**src/rtl/uart_cmd_ctrl.sv**
```systemverilog
`default_nettype none
// ============================================================================
// Module   : uart_cmd_ctrl
// Purpose  : Command sequencer between the UART receiver and transmitter.
//            Parses {rw, addr} / data byte frames, reads or writes a small
//            bank of 8-bit config registers and queues one reply byte per
//            frame for the transmitter.
// Revision : 1.0 - initial release
// ============================================================================
module uart_cmd_ctrl #(
    parameter int         p_regs    = 4,
    parameter int         p_timeout = 50000,
    parameter logic [7:0] p_ack     = 8'h55,
    parameter logic [7:0] p_nak     = 8'hEE,
    parameter logic [7:0] p_rst_val = 8'h00
) (
    input  logic                  i_clk,
    input  logic                  i_rst,
    input  logic                  i_rx_valid,
    input  logic [7:0]            i_rx_data,
    output logic                  o_tx_valid,
    output logic [7:0]            o_tx_data,
    input  logic                  i_tx_accept,
    output logic [p_regs*8-1:0]   o_cfg,
    output logic                  o_cfg_wr,
    output logic                  o_overrun
);

    localparam int              c_IW      = (p_regs > 1) ? $clog2(p_regs) : 1;
    localparam int              c_CW      = $clog2(p_timeout + 1);
    localparam logic [c_CW-1:0] c_TO_LAST = c_CW'(p_timeout - 1);
    localparam logic [c_CW-1:0] c_TO_MAX  = c_CW'(p_timeout);
    localparam logic [7:0]      c_NREGS   = 8'(p_regs);

    typedef enum logic [1:0] {
        c_IDLE = 2'd0,
        c_DATA = 2'd1,
        c_RESP = 2'd2
    } state_t;

    state_t          r_state;
    state_t          w_state_nxt;
    logic [6:0]      r_addr;
    logic [c_CW-1:0] r_cnt;
    logic            r_tx_valid;
    logic [7:0]      r_tx_data;
    logic [7:0]      r_cfg [p_regs];
    logic            r_cfg_wr;
    logic            r_overrun;

    logic            w_tx_load;
    logic            w_tx_clr;
    logic [7:0]      w_tx_data_nxt;
    logic            w_cfg_we;
    logic            w_cnt_clr;
    logic            w_cnt_inc;
    logic            w_overrun;
    logic            w_rx_addr_ok;
    logic            w_lat_addr_ok;
    logic [c_IW-1:0] w_rx_idx;
    logic [c_IW-1:0] w_lat_idx;
    logic [7:0]      w_rd_data;

    // Range checks come first; the narrow index is only consumed once they pass
    assign w_rx_addr_ok  = ({1'b0, i_rx_data[6:0]} < c_NREGS);
    assign w_lat_addr_ok = ({1'b0, r_addr} < c_NREGS);
    assign w_rx_idx      = i_rx_data[c_IW-1:0];
    assign w_lat_idx     = r_addr[c_IW-1:0];
    assign w_rd_data     = r_cfg[w_rx_idx];

    // Next-state and per-cycle control decode
    always_comb begin
        w_state_nxt   = r_state;
        w_tx_load     = 1'b0;
        w_tx_clr      = 1'b0;
        w_tx_data_nxt = r_tx_data;
        w_cfg_we      = 1'b0;
        w_cnt_clr     = 1'b0;
        w_cnt_inc     = 1'b0;
        w_overrun     = 1'b0;
        case (r_state)
            c_IDLE: begin
                if (i_rx_valid) begin
                    if (i_rx_data[7]) begin
                        w_cnt_clr   = 1'b1;
                        w_state_nxt = c_DATA;
                    end else begin
                        w_tx_load     = 1'b1;
                        w_tx_data_nxt = w_rx_addr_ok ? w_rd_data : p_nak;
                        w_state_nxt   = c_RESP;
                    end
                end
            end
            c_DATA: begin
                // A byte landing on the timeout cycle still completes the frame
                if (i_rx_valid) begin
                    w_tx_load     = 1'b1;
                    w_tx_data_nxt = w_lat_addr_ok ? p_ack : p_nak;
                    w_cfg_we      = w_lat_addr_ok;
                    w_state_nxt   = c_RESP;
                end else if (r_cnt >= c_TO_LAST) begin
                    w_tx_load     = 1'b1;
                    w_tx_data_nxt = p_nak;
                    w_state_nxt   = c_RESP;
                end else begin
                    w_cnt_inc = 1'b1;
                end
            end
            c_RESP: begin
                w_overrun = i_rx_valid;
                if (i_tx_accept && r_tx_valid) begin
                    w_tx_clr    = 1'b1;
                    w_state_nxt = c_IDLE;
                end
            end
            default: begin
                w_state_nxt = c_IDLE;
            end
        endcase
    end

    // State register
    always_ff @(posedge i_clk or negedge i_rst) begin
        if (!i_rst) begin
            r_state <= c_IDLE;
        end else begin
            r_state <= w_state_nxt;
        end
    end

    // Latched write address and saturating inter-byte timeout counter
    always_ff @(posedge i_clk or negedge i_rst) begin
        if (!i_rst) begin
            r_addr <= 7'd0;
            r_cnt  <= '0;
        end else begin
            if (r_state == c_IDLE && i_rx_valid && i_rx_data[7]) begin
                r_addr <= i_rx_data[6:0];
            end
            if (w_cnt_clr) begin
                r_cnt <= '0;
            end else if (w_cnt_inc && (r_cnt < c_TO_MAX)) begin
                r_cnt <= r_cnt + 1'b1;
            end
        end
    end

    // Reply byte holding register and handshake
    always_ff @(posedge i_clk or negedge i_rst) begin
        if (!i_rst) begin
            r_tx_valid <= 1'b0;
            r_tx_data  <= 8'h00;
        end else if (w_tx_load) begin
            r_tx_valid <= 1'b1;
            r_tx_data  <= w_tx_data_nxt;
        end else if (w_tx_clr) begin
            r_tx_valid <= 1'b0;
        end
    end

    // Config register bank plus write / overrun strobes
    always_ff @(posedge i_clk or negedge i_rst) begin
        if (!i_rst) begin
            for (int k = 0; k < p_regs; k++) begin
                r_cfg[k] <= p_rst_val;
            end
            r_cfg_wr  <= 1'b0;
            r_overrun <= 1'b0;
        end else begin
            if (w_cfg_we) begin
                r_cfg[w_lat_idx] <= i_rx_data;
            end
            r_cfg_wr  <= w_cfg_we;
            r_overrun <= w_overrun;
        end
    end

    generate
        for (genvar g = 0; g < p_regs; g++) begin : g_cfg
            assign o_cfg[8*g +: 8] = r_cfg[g];
        end
    endgenerate

    assign o_tx_valid = r_tx_valid;
    assign o_tx_data  = r_tx_data;
    assign o_cfg_wr   = r_cfg_wr;
    assign o_overrun  = r_overrun;

endmodule
`default_nettype wire

```
**config.mk**
```make
export PLATFORM = sky130hd
export DESIGN_NAME = uart_cmd_ctrl
export DESIGN_NICKNAME = d
export VERILOG_FILES = /design/src/rtl/uart_cmd_ctrl.sv
export SDC_FILE = /design/constraint.sdc
export NUM_CORES = 1
export LEC_CHECK = 0
export ABC_AREA = 1
export CORE_ASPECT_RATIO = 0.7
export CORE_UTILIZATION = 45
export DETAILED_ROUTE_END_ITERATION = 10
export PLACE_DENSITY_LB_ADDON = 0.08
export SLEW_MARGIN = 20
export SYNTH_ARGS = -nofsm -noshare
export SYNTH_HDL_FRONTEND = slang
export SYNTH_SLANG_ARGS = --single-unit
```
**constraint.sdc**
```tcl
create_clock -name i_clk -period 3.81 [get_ports i_clk]
set_input_delay 0.381 -clock i_clk [delete_from_list [all_inputs] [get_ports i_clk]]
set_output_delay 0.381 -clock i_clk [all_outputs]
set_load 0.02 [all_outputs]
```
[Word level (Yosys, flattened, before mapping)]
Index checks and enable logic that the tools add are counted.
Cells by class
  add/subtract/negate cells: 1
  $mul: 0
  div/mod/pow operators: 0
  $lt $le $gt $ge: 7
  equality and inequality tests: 6
  shift-type cells: 0
  muxes and demuxes: 39
  bitwise logic cells: 2
  reductions and logical operators: 11
Operator list (count)
  two-way mux 8 bit: 9
  bitwise mux 32 bit: 1
  two-way mux 16 bit: 2
  two-way mux 1 bit: 17
  adder 16 x 1 -> 16 bit (second input constant): 1
  binary-select mux 8 bit (select 2 bit): 1
  demux 8 bit (select 2 bit): 1
  >= comparator 16 bit (second input constant): 1
  less-than comparator 16 bit (second input constant): 1
  case mux 8 bit (2 select lines): 1
  less-than comparator 7 x 3 -> 1 bit (second input constant): 2
  two-way mux 2 bit: 5
  >= comparator 3 bit (second input constant): 2
  inequality test 2 bit (second input constant): 3
  inverter 2 -> 3 bit: 2
  case mux 2 bit (3 select lines): 1
  nonzero test 2 bit: 3
  logical AND 1 bit: 5
  AND reduction 5 bit: 1
  less-than comparator 3 x 1 -> 1 bit (second input constant): 1
  inequality test 3 bit (second input constant): 1
  AND reduction 3 bit: 1
  equality test 2 x 1 -> 1 bit (second input constant): 1
  equality test 2 bit (second input constant): 1
  2 further kinds: 2
Word-level totals
  bits in registers: 68
  bits in latches: 0
  RAM bits: 0
  memory bits (read-only): 0
  input bits: 12
  output and inout port bits: 43
  memories: 0

[Depth between registers and ports, before layout]
  word-level depth: 8
  mapped depth: 10
  depth with buffers taken out: 10

[Least setup slack after synthesis]
No wires, ideal clock.
  kind: register to register
  from: register r_cnt[0]
  to: register r_tx_valid, in the netlist o_tx_valid
  library setup time: 0.117 ns
  arrival: 1.362 ns
  required time: 3.693 ns
  path slack: 2.330 ns
  stages on the path, launching flop included: 10
  path buffers: 0
  path through: dfrtp_1 ha_1 nand3_2 nand3_1 nand3_2 nand2_1 nand2_2 nand2_4 inv_1 nand2_1
Between the ends
  word-level cells in the longest chain between the ends: 5
RTL lines
  from (decl): RTL line 44  | logic [c_CW-1:0] r_cnt;
  from (signal assigned): RTL line 143  | r_cnt <= r_cnt + 1'b1;
  >= comparator 16 bit *: RTL line 101  | end else if (r_cnt >= c_TO_LAST) begin
  two-way mux 1 bit *: RTL line 101
  two-way mux 1 bit *: RTL line 96  | if (i_rx_valid) begin
  case mux 1 bit (2 select lines) *: RTL line 81  | case (r_state)
  two-way mux 1 bit / nonzero test 2 bit (equally long branches)
  to (signal assigned): RTL line 151  | r_tx_valid <= 1'b0;
  to (signal assigned): RTL line 154  | r_tx_valid <= 1'b1;
  to (signal assigned): RTL line 157  | r_tx_valid <= 1'b0;
  to (decl): RTL line 45  | logic r_tx_valid;
Every way passes the cells marked *; elsewhere a longest branch is shown, timed or not.
A chain may end at the register's enable or synchronous reset.

[Final worst setup path]
  from: input i_rx_data[0]
  to: register r_tx_data[7], in the netlist o_tx_data[7]
Between the ends
  word-level cells in the longest chain between the ends: 8
RTL lines
  from (decl): RTL line 20  | input logic [7:0] i_rx_data,
  branches (longest 4 deep; another with less-than comparator 7 x 3 -> 1 bit)
  two-way mux 8 bit *: RTL line 89  | w_tx_data_nxt = w_rx_addr_ok ? w_rd_data : p_nak;
  two-way mux 8 bit *: RTL line 84  | if (i_rx_data[7]) begin
  two-way mux 8 bit *: RTL line 83  | if (i_rx_valid) begin
  case mux 8 bit (2 select lines) *: RTL line 81
  to (signal assigned): RTL line 155  | r_tx_data <= w_tx_data_nxt;
  to (decl): RTL line 46  | logic [7:0] r_tx_data;
Mark *: on every way between the ends. The select of a mux whose other input is x is not followed.

==> impl_metrics.yaml <==
cts:
  cts_resized: 0
  clkLatencyLatePin_ns: 0.35
  clkSlewWorstSetupHoldPaths_ns: 0.07
  root_buffer: "clkbuf_8"
  clock_path_buffers: 2
  cts.sinks: 68
  postCtsHoldBufs: 0
  cts_tree: "done"
  cts_made_buffers: 9
  post_cts.repair.setup_buffers: 0
  cts-htree-levels: 3
detailed_routing:
  drtPass1Iterations: 5
  ant_nets: 0
  drcViolationCount: 0
  vias: 3138
  wl_per_cell_um: 15.3
  wl_um: 9190
  avgViaCountPerCell: 5.21
  drtIter0Drc: 268
pwr:
  power_density_nw_per_um2: 601
  ir_drop_uv: 311
  leakagePower_nw: 2.07
synthesis:
  synth_top_area_share_pct: 48.4
  ys_types: 31
  syn_area_um2: 3520
  syn_inst: 445
  ys_top_cells_by_area: "dfrtp_1 48%, nand2_1 15%, nand3_1 5.8%, o21ai_0 5.7%, nor2_1 5.1%"
  syn-num-nets: 458
  synth.yosys.warnings: 0
  syn_area_per_cell_um2: 7.90
  seq_area_frac_synth_pct: 48.4
  synth_largest_area_cell: "dfrtp_1"
  ys_seq_elements: 68
floorplan:
  start_util_pct: 47.4
  die_w_um: 108
  core_area_um2: 7420
  die_h_um: 76.0
  pin_count: 55
  fp-row-count: 26
  die_area_um2: 8180
sta:
  post-route-period-util_pct: 53.9
  drv_slew: 0
  max_slew.worst_pin.slew_ns: 0.660
  worst_hold_slack_ns: 0.00482
  finClkSkew_ns: 0.00649
  rsz0062_at_grt: "false"
  setup_viol: 0
  max_slew_margin_pct: 55.9
  tns_ns: 0
  timing.fmax_mhz: 487
  hold_violations: 0
  period_needed_ns: 2.05
placed_design:
  gp_congestion: 0.893
  io_buffer_count: 54
  dpl.hpwl_um: 6610
outcome:
  status: "complete, no violations"
final_layout:
  drive_gt1_share_pct: 8.93
  mostFrequentLayoutCells: "137 x nand2_1, 68 x dfrtp_1, 53 x clkdlybuf4s50_1"
  post-route-util_pct: 58.0
  final_nets: 512
  final_common_cell: "nand2_1"
  fillCellCount: 695
  antenna_cells: 0
  areaGrowthSynthToFinish_pct: 22.2
worst_setup_path:
  critical_path.startpoint_type: "input pin"
  cp_max_fo: 22
  crit_path_end_kind: "flip-flop"
  cp.required_ns: 4.05
  crit_type: "in2reg"
  rr_startpoint: "r_addr[3]"
  critPathLaunch: "i_rx_data[0]"
  arrival_ns: 2.30
global_routing:
  antenna_found_initial: 0
  grt_util_all_layers_pct: 24.5
  grt_max_degree: 36
  grt_overflow: 0
  grt_pass1_wl_um: 15100
  grt_pass1_vias: 2852
min_path:
  hold_class: "in2async"
job:
  drv_cap: 0
==> synthesized netlist by cell type, drive strengths merged <==
master,instances
a21oi,5
buf,8
clkbuf,6
dfrtp,68
ha,1
inv,39
nand2,145
nand3,46
nand4,6
nor2,49
nor3,2
o211ai,4
o21ai,48
o21bai,4
o221ai,2
o22ai,2
or2,3
xnor2,1
xor2,6
==> through the flow <==
stage	cell area, um^2	cells	power, mW	worst slack (ns)
2_1_floorplan	3520	445	1.57	2.33
3_3_place_gp	4100	586	1.98	1.51
3_5_place_dp	4100	586	1.99	1.46
4_1_cts	4300	602	2.60	1.83
5_1_grt	4300	602	2.74	1.53
6_report	4300	602	2.59	1.76
==> path summary, 6_finish.rpt <==
path / slack, ns / endpoint / cells after the start
setup / recovery: 1.76 / o_tx_data[7] / 10
hold / removal: 0.005 / o_cfg[24] / 1
setup reg to reg: 1.98 / o_cfg[24] / 6
hold reg to reg: 0.49 / o_overrun / 1
max in group asynchronous: 3.07 / o_cfg[7] / 2
min in group i_clk: 0.49 / o_overrun / 1
==> critical path, stage by stage <==
cell and delay, ns:
clkdlybuf4s50_1 0.87, inv_1 0.39, nor2_1 0.19, nor2_1 0.05, o21ai_0 0.08, nand3_1 0.10, nand2_1 0.08, inv_1 0.04
nand2_1 0.05, nand2_1 0.04
==> sequential cells by signal, summed over array words and instances (netlist names) <==
register,cells
o_cfg,32
o_tx_data,8
o_tx_valid,1
r_addr,7
o_cfg_wr,1
r_state,2
r_cnt,16
o_overrun,1
==> final cells by class <==
cell class,instances,area [um^2],share of cell area [%]
Clock buffer,10,138,3.20
Clock inverter,6,63.8,1.48
Inverter,39,151,3.52
Multi-Input combinational cell,324,1560,36.4
Sequential cell,68,1700,39.6
Tap cell,98,123,2.85
Timing Repair Buffer,57,558,13.0
==> logic make-up after synthesis <==
kind of cell / Yosys count / share of synthesized area [%]
AOI/OAI and AO/OA: 65 / 10.4
DFF: 68 / 48.4
adders and majority gates: 1 / 0.356
xor gates and xnor gates: 7 / 1.74
and+or+nand+nor: 251 / 31.9
buffers and inverters: 53 / 7.15
==> per-layer routing <==
| layer | routed length, um | track usage, % | up-vias | part of all wire [%] |
|---|---|---|---|---|
| met1 | 4830 | 39.7 | 1477 | 53 |
| met2 | 3520 | 31.2 | 106 | 38 |
| li1 | - | - | 1546 | - |
| met5 | 0 | 0 | - | 0 |
| met3 | 743 | 6.37 | 9 | 8.1 |
| met4 | 94 | 6.58 | 0 | 1.0 |
==> where the power goes <==
part / internal (mW) / switching (mW)
Sequential: 0.915 / 0.170
Combinational: 0.379 / 0.515
Clock: 0.319 / 0.289
(Power assumes the default switching activity.)
